**src/rtl/pulse_peak_detector.sv**
```systemverilog
// Peak detector for shaped pulses: tracks the maximum over each above-threshold
// interval and queues one {amp, time, width, pileup} record per accepted pulse.
module pulse_peak_detector #(
  parameter int SIZE_FILTER_DATA = 16,
  parameter int TS_W             = 32,
  parameter int WIDTH_W          = 8,
  parameter int MIN_WIDTH        = 3,
  parameter int MAX_WIDTH        = 40,
  parameter int HOLDOFF          = 8,
  parameter int FIFO_DEPTH       = 4
) (
  input  logic                               clk,
  input  logic                               reset,
  input  logic signed [SIZE_FILTER_DATA-1:0] in_data,
  input  logic                               in_valid,
  input  logic signed [SIZE_FILTER_DATA-1:0] threshold,
  input  logic                               enable,
  output logic                               out_valid,
  input  logic                               out_ready,
  output logic signed [SIZE_FILTER_DATA-1:0] out_amp,
  output logic [TS_W-1:0]                    out_time,
  output logic [WIDTH_W-1:0]                 out_width,
  output logic                               out_pileup,
  output logic [15:0]                        drop_cnt,
  output logic                               busy
);
  localparam int PW   = $clog2(FIFO_DEPTH);
  localparam int HC_W = (HOLDOFF < 1) ? 1 : $clog2(HOLDOFF + 1);

  typedef struct packed {
    logic [SIZE_FILTER_DATA-1:0] amp;
    logic [TS_W-1:0]             t;
    logic [WIDTH_W-1:0]          w;
    logic                        pu;
  } rec_t;

  typedef enum logic [1:0] {IDLE, RISE, HOLD} state_t;

  state_t                        state, state_n;
  logic [TS_W-1:0]               ts;
  logic [WIDTH_W-1:0]            width, width_n;
  logic [HC_W-1:0]               hcnt, hcnt_n;
  logic signed [SIZE_FILTER_DATA-1:0] maxv, maxv_n;
  logic [TS_W-1:0]               pts, pts_n;
  logic                          above, push_req;

  rec_t                          mem [FIFO_DEPTH];
  logic [PW:0]                   wptr, rptr;
  logic                          full, pop, do_push, drop;
  rec_t                          head, new_rec;

  assign above = in_data > threshold;

  always_comb begin
    state_n  = state;
    width_n  = width;
    hcnt_n   = hcnt;
    maxv_n   = maxv;
    pts_n    = pts;
    push_req = 1'b0;
    if (in_valid) begin
      case (state)
        IDLE: if (enable && above) begin
          state_n = RISE;
          maxv_n  = in_data;
          pts_n   = ts;
          width_n = WIDTH_W'(1);
        end
        RISE: if (above) begin
          if (width != '1) width_n = width + 1'b1;
          // strict compare keeps the earliest timestamp among equal peaks
          if (in_data > maxv) begin
            maxv_n = in_data;
            pts_n  = ts;
          end
        end else begin
          push_req = 32'(width) >= MIN_WIDTH;
          hcnt_n   = '0;
          state_n  = (HOLDOFF == 0) ? IDLE : HOLD;
        end
        HOLD: if (32'(hcnt) + 1 >= HOLDOFF) state_n = IDLE;
              else hcnt_n = hcnt + 1'b1;
        default: state_n = IDLE;
      endcase
    end
  end

  always_ff @(posedge clk) begin
    if (!reset) begin
      state <= IDLE;
      ts    <= '0;
      width <= '0;
      hcnt  <= '0;
      maxv  <= '0;
      pts   <= '0;
    end else begin
      state <= state_n;
      ts    <= ts + 1'b1;
      width <= width_n;
      hcnt  <= hcnt_n;
      maxv  <= maxv_n;
      pts   <= pts_n;
    end
  end

  // Record is built from pre-edge registers: the terminating sample never updates them.
  assign new_rec = '{amp: maxv, t: pts, w: width, pu: (32'(width) > MAX_WIDTH)};
  assign full    = (wptr - rptr) == (PW+1)'(FIFO_DEPTH);
  assign pop     = out_valid && out_ready;
  assign do_push = push_req && (!full || pop);
  assign drop    = push_req && full && !pop;
  assign head    = mem[rptr[PW-1:0]];

  always_ff @(posedge clk) begin
    if (!reset) begin
      wptr     <= '0;
      rptr     <= '0;
      drop_cnt <= '0;
      for (int i = 0; i < FIFO_DEPTH; i++) mem[i] <= '0;
    end else begin
      if (do_push) begin
        mem[wptr[PW-1:0]] <= new_rec;
        wptr              <= wptr + 1'b1;
      end
      if (pop) rptr <= rptr + 1'b1;
      if (drop && drop_cnt != '1) drop_cnt <= drop_cnt + 1'b1;
    end
  end

  assign out_valid  = wptr != rptr;
  assign out_amp    = head.amp;
  assign out_time   = head.t;
  assign out_width  = head.w;
  assign out_pileup = head.pu;
  assign busy       = state != IDLE;
endmodule

```
**config.mk**
```make
export PLATFORM = sky130hd
export DESIGN_NAME = pulse_peak_detector
export DESIGN_NICKNAME = d
export VERILOG_FILES = /design/src/rtl/pulse_peak_detector.sv
export SDC_FILE = /design/constraint.sdc
export NUM_CORES = 1
export LEC_CHECK = 0
export CORE_AREA = 2 2 198 200
export DETAILED_ROUTE_END_ITERATION = 8
export DIE_AREA = 0 0 200 202
export PLACE_DENSITY = 0.74
export SLEW_MARGIN = 20
export SYNTH_ARGS = -nofsm -noshare
export SYNTH_HDL_FRONTEND = slang
export SYNTH_SLANG_ARGS = --single-unit
export TNS_END_PERCENT = 1
```
**constraint.sdc**
```tcl
create_clock -name clk -period 7.3 [get_ports clk]
set_input_delay 1.46 -clock clk [delete_from_list [all_inputs] [get_ports clk]]
set_output_delay 1.46 -clock clk [all_outputs]
set_load 0.05 [all_outputs]
```
==> results.sh, run 1 <==
export IMPL_status="complete, no violations"
export IMPL_cpMaxStageDelayCell="a21oi_4"
export IMPL_hold_viol=0
export IMPL_yosys_warnings=0
export IMPL_wl_per_cell_um=17.7
export IMPL_cts_tree="built"
export IMPL_synth_enable_flop_cells=228
export IMPL_port_buffer_count=111
export IMPL_setup_viol=0
export IMPL_yosys_register_bits=346
export IMPL_hp_class="flip-flop to flip-flop"
export IMPL_clock_fmax_ghz=0.208
export IMPL_tightest_slew_ns=1.07
export IMPL_clock_sinks=346
export IMPL_ir_drop_v=0.000155
export IMPL_drc=0
export IMPL_cts_made_buffers=38
export IMPL_maxSlewViolCount=0
export IMPL_synth_nets=1392
export IMPL_fin_crit_sh=0.658
export IMPL_initial_core_util=0.415
export IMPL_path_cells="clkdlybuf4s50_1 -> ha_1 -> nand4_1 -> nor4_2 -> o21ai_0 -> nand3_1 -> a22oi_1 -> a21oi_4 -> buf_4 -> mux2i_1"
export IMPL_nets=1485
export IMPL_finalClockSkew_ns=0.0232
export IMPL_syn_inst=1313
export IMPL_n_fill_cell=3323
export IMPL_worstPathMaxFanout=34
export IMPL_grt_pass1_wl_mm=55.6
export IMPL_cts_root_buf="clkbuf_16"
export IMPL_power_w=0.00430
export IMPL_antenna_found_initial=1
export IMPL_drive_gt1_frac=0.105
export IMPL_drt_iter0_markers=651
export IMPL_place_congestion=0.816
export IMPL_yosysTopAreaCellShare=0.431
export IMPL_fin_cells=1955
export IMPL_cp_end_kind="flip-flop"
export IMPL_die_x_um=200
export IMPL_final_util=0.490
export IMPL_cts_hold_buf=0
export IMPL_num_vias=10300
export IMPL_vias_per_cell=5.25
export IMPL_io_pins=112
export IMPL_yosysSeqAreaShare=0.580
export IMPL_syn_area_per_cell_um2=12.1
export IMPL_relSlewSlack=0.289
export IMPL_cp_required_ns=7.73
export IMPL_grt_use_total=0.175
export IMPL_final_cell_mix="edfxtp_1 (228), and2_1 (169), nand2_1 (151)"
export IMPL_clk_path_buf_depth=3
export IMPL_final_common_cell="edfxtp_1"
export IMPL_die_area_mm2=0.0404
export IMPL_synthArstFlopShare=0
export IMPL_die_h_um=202
export IMPL_ctsResizeCount=0
export IMPL_area_delta_synth_final_pct=18.3
export IMPL_cap_violations=0
export IMPL_cellPowerDensity_mw_per_mm2=229
export IMPL_rsz0062_at_grt="no"
export IMPL_fin_crit_ns=4.80
export IMPL_path_clk_slew_ns=0.05
export IMPL_leakage_nw=6.60
export IMPL_cts_htree_levels=2
export IMPL_dp_cells=1884
export IMPL_grt_ovfl_total=0
export IMPL_routed_wl_mm=34.6
export IMPL_synth_top_area_cell="edfxtp_1"
export IMPL_firstDrtPassIters=5
export IMPL_synthTopCellsByArea="edfxtp_1 (43%), dfxtp_1 (15%), mux4_2 (8.1%)"
export IMPL_synthDistinctLibCells=53
export IMPL_arrival_ns=5.23
export IMPL_place_hpwl_mm=21.1
export IMPL_grt_start_max_net_pins=90
export IMPL_synth_main_ff_cell="edfxtp_1"
export IMPL_path_class="input port to flip-flop"
export IMPL_cts_setup_buffers=0
export IMPL_ant_nets=0
export IMPL_row_count=72
export IMPL_syn_cell_area_mm2=0.0159
export IMPL_clk_latency_ns=0.53
export IMPL_core_area_mm2=0.0383
export IMPL_slowest_delay_ns=0.66
export IMPL_cp_start_kind="input port"
export IMPL_grt_pass1_vias=10300
-- report_power, final --
| group | leakage (nW) | total, W | switching [W] | internal, W |
|---|---|---|---|---|
| Sequential | 3.31 | 0.00215 | 0.0000210 | 0.00213 |
| Clock | 0.600 | 0.00187 | 0.000766 | 0.00111 |
| Combinational | 2.69 | 0.000276 | 0.000177 | 0.0000992 |
-- final cells by class --
type | count | area, um^2 | share of cell area
multi-input cells | 844 | 6240 | 0.332
diodes | 1 | 2.50 | 0.000133
repair buffers | 129 | 1270 | 0.0676
clock buffers | 49 | 1020 | 0.0545
flip-flops and latches | 346 | 9210 | 0.491
inverters | 47 | 176 | 0.00940
well taps | 518 | 648 | 0.0345
clock inverters | 21 | 206 | 0.0110
-- Yosys cell counts, types with 7 or more instances --
cell	number
a21oi_1	35
and2_1	169
and3_1	19
buf_1	9
clkbuf_1	56
dfxtp_1	118
edfxtp_1	228
ha_1	42
inv_1	47
mux2i_1	64
mux4_2	57
nand2_1	152
nand2b_1	18
nand3_1	27
nand4_1	16
nor2_1	48
nor3_1	70
o21ai_0	28
or3_1	9
or4_1	7
xor2_1	16
-- path summary, 6_finish.rpt --
kind	startpoint	end	slack, ns	cells past startpoint
min	maxv[2]	maxv[2]	0.47	2
max reg2reg	maxv[10]	pts[2]	3.94	10
min reg2reg	maxv[2]	maxv[2]	0.47	2
max	in_data[15]	pts[2]	2.50	10
-- worst max-delay path, delay by kind of cell --
kind,cells,cell delay (ns)
simple gates,3,0.78
mux,1,0.26
buf+inv,2,1.12
compound gates,3,1.17
fa+ha+maj,1,0.38
-- routing by layer --
| metal | vias to the layer above | track usage | part of all wire |
|---|---|---|---|
| met5 | - | 0 | 0 |
| met4 | 0 | 0.0521 | 0.025 |
| met3 | 55 | 0.0257 | 0.053 |
| met2 | 253 | 0.294 | 0.49 |
| met1 | 5042 | 0.234 | 0.43 |
| li1 | 4917 | - | - |
-- cells by family (layout without fill, tap and decap cells) --
family	Yosys count	after routing	synth area share
DFF	346	346	0.580
buffers and inverters	123	246	0.0310
xor gates and xnor gates	22	22	0.0121
AOI/OAI and AO/OA	100	100	0.0388
adders and majority gates	42	42	0.0331
muxes	121	121	0.121
other	0	1	0
and+or+nand+nor	559	559	0.184
-- per-stage QoR --
stage	TNS (ns)	instance area (um^2)	hold slack (ns)	worst slack (ns)
global route	0	18800	0.476	2.26
finish	0	18800	0.468	2.50
floorplan	-53.14	15900	0.443	-0.311
global placement	0	17500	0.456	2.16
CTS	0	18800	0.465	2.45
detailed placement	0	17500	0.461	2.03
-- state kept, by name, summed over array words and instances, names as in the netlist, named ones only --
signal and cells:
state 2, drop_cnt 16, mem 228, width 8, maxv 16, pts 32, rptr 3, wptr 3
hcnt 4, ts 32
Power figures use the tool's default switching activity.
==> inputs of run 2 (changes only) <==
clock period = 3.96 ns   (was 7.3 ns; I/O delays follow)
==> results.sh, run 2 (synthesis gave the netlist of run 1 again) <==
export IMPL_top_regs="mem x228, pts x32, ts x32"
export IMPL_clk_latency_ns=0.52
export IMPL_path_cells="buf_4 -> mux4_2 -> clkdlybuf4s50_1"
export IMPL_seqCellArea_mm2=0.00921
export IMPL_cts_root_buf="clkbuf_16"
export IMPL_io_pins=112
export IMPL_fin_crit_ns=3.51
export IMPL_final_cell_mix="edfxtp_1 (228), and2_1 (169), nand2_1 (151)"
export IMPL_die_area_mm2=0.0404
export IMPL_rsz0062_at_grt="no"
export IMPL_leakage_nw=6.76
export IMPL_hp_class="flip-flop to flip-flop"
export IMPL_drive_gt1_frac=0.118
export IMPL_relSlewSlack=0.447
export IMPL_grtUsageMet2=0.309
export IMPL_n_fill_cell=3278
export IMPL_slowest_delay_ns=0.73
export IMPL_grt_pass1_vias=10600
export IMPL_path_class="flip-flop to output port"
export IMPL_switching_share=0.218
export IMPL_hold_viol=0
export IMPL_die_x_um=200
export IMPL_critPathTopFamily="buffers and inverters"
export IMPL_clk_path_buf_depth=3
export IMPL_clock_fmax_ghz=0.285
export IMPL_fin_area_mm2=0.0191
export IMPL_cts_setup_buffers=0
export IMPL_combPwrFrac=0.067
export IMPL_post_dp_cell_area_mm2=0.0178
export IMPL_cts_made_buffers=38
export IMPL_cpMaxStageDelayCell="clkdlybuf4s50_1"
export IMPL_cts_tree="built"
export IMPL_hold_start="maxv[9]"
export IMPL_tightest_slew_ns=0.829
export IMPL_die_h_um=202
export IMPL_routed_wl_mm=35.3
export IMPL_cp_start_kind="flip-flop"
export IMPL_grt_pass1_wl_mm=56.5
export IMPL_r2r_start="maxv[14]"
export IMPL_drt_iter0_markers=851
export IMPL_place_congestion=0.787
export IMPL_maxSlewViolCount=0
export IMPL_grt_start_max_net_pins=67
export IMPL_port_buffer_count=111
export IMPL_cp_required_ns=3.17
export IMPL_core_area_mm2=0.0383
export IMPL_row_count=72
export IMPL_num_vias=10400
export IMPL_vias_per_cell=5.27
export IMPL_cap_violations=0
export IMPL_worstPathMaxFanout=13
export IMPL_ctsResizeCount=0
export IMPL_use_met3=0.0260
export IMPL_cp_end_kind="output port"
export IMPL_grt_ovfl_total=0
export IMPL_top_register="mem"
export IMPL_path_clk_slew_ns=0.06
export IMPL_drc=0
export IMPL_status="complete, no violations"
export IMPL_antenna_cells=0
export IMPL_grt_use_total=0.179
export IMPL_p_clk_frac=0.439
export IMPL_firstDrtPassIters=5
export IMPL_ant_nets=0
export IMPL_ir_drop_v=0.000250
export IMPL_antenna_found_initial=0
export IMPL_finalClockSkew_ns=0.0204
export IMPL_path_buf_inv=2
export IMPL_place_hpwl_mm=22.4
export IMPL_power_switching_w=0.00175
export IMPL_internal_power_w=0.00628
export IMPL_pwr_share_seq=0.494
export IMPL_cts_htree_levels=2
export IMPL_cts_hold_buf=0
export IMPL_initial_core_util=0.415
export IMPL_multiInputGateArea_mm2=0.00624
export IMPL_arrival_ns=2.72
export IMPL_grt_busiest_layer="met2"
export IMPL_cellPowerDensity_mw_per_mm2=420
export IMPL_largest_reg_flops=228
export IMPL_final_common_cell="edfxtp_1"
export IMPL_fin_crit_sh=0.887
export IMPL_area_delta_synth_final_pct=20.3
export IMPL_tns_ns=0
export IMPL_clock_sinks=346
export IMPL_grtUsageMet1=0.232
export IMPL_wl_per_cell_um=17.9
export IMPL_nets=1503
export IMPL_setup_viol=0
## run 2: changes by cell type in the layout (fill, tap and decap cells not counted), moves of 2 or more
cell      previous run  this run
clkbuf_8             1         5
buf_12               2        15
buf_4               17        22
clkinv_1             7         2
clkinv_8             2         0
## run 2: metrics by stage
stage	worst slack [ns]	hold slack, ns	power [W]	util	std cells
finish	0.447	0.471	0.00802	0.499	1971
CTS	0.393	0.471	0.00810	0.499	1971
detailed placement	0.0497	0.458	0.00458	0.466	1902
global route	0.356	0.485	0.00829	0.499	1971
floorplan	-0.413	0.443	0.00436	-	1313
global placement	0.0661	0.453	0.00456	0.466	1902
## run 2: worst register-to-register path, delay by kind of cell (launching register included)
kind,cells,cell delay [ns]
AOI/OAI and AO/OA,2,0.42
DFF,1,0.34
buffers and inverters,2,0.58
and+or+nand+nor,3,0.57
muxes,2,0.45
adders and majority gates,1,0.32
## run 2: power by group through the flow
| stage | sequential (W) | clock, W | combinational (W) |
|---|---|---|---|
| 2_1_floorplan | 0.00403 | 0 | 0.000329 |
| 3_3_place_gp | 0.00404 | 0 | 0.000526 |
| 3_5_place_dp | 0.00404 | 0 | 0.000536 |
| 4_1_cts | 0.00397 | 0.00359 | 0.000538 |
| 5_1_grt | 0.00397 | 0.00374 | 0.000574 |
| 6_report | 0.00397 | 0.00352 | 0.000534 |
## run 2: final cells by class
class                           instances  area share
Clock buffer                           55      0.0580
Inverter                               47     0.00924
Tap cell                              518      0.0339
Multi-Input combinational cell        844       0.326
Sequential cell                       346       0.482
Clock inverter                         14     0.00793
Timing Repair Buffer                  147      0.0820
## run 2: path summary, 6_finish.rpt
kind,cells after the start,endpoint,slack [ns]
max,3,out_amp[14],0.45
min,2,maxv[9],0.47
max reg2reg,10,pts[9],1.20
min reg2reg,2,maxv[9],0.47
## run 2: layer usage
metal,share of wire,routed length [um]
met1,0.43,15100
met4,0.025,897
met2,0.50,17600
met3,0.049,1750
met5,0,0
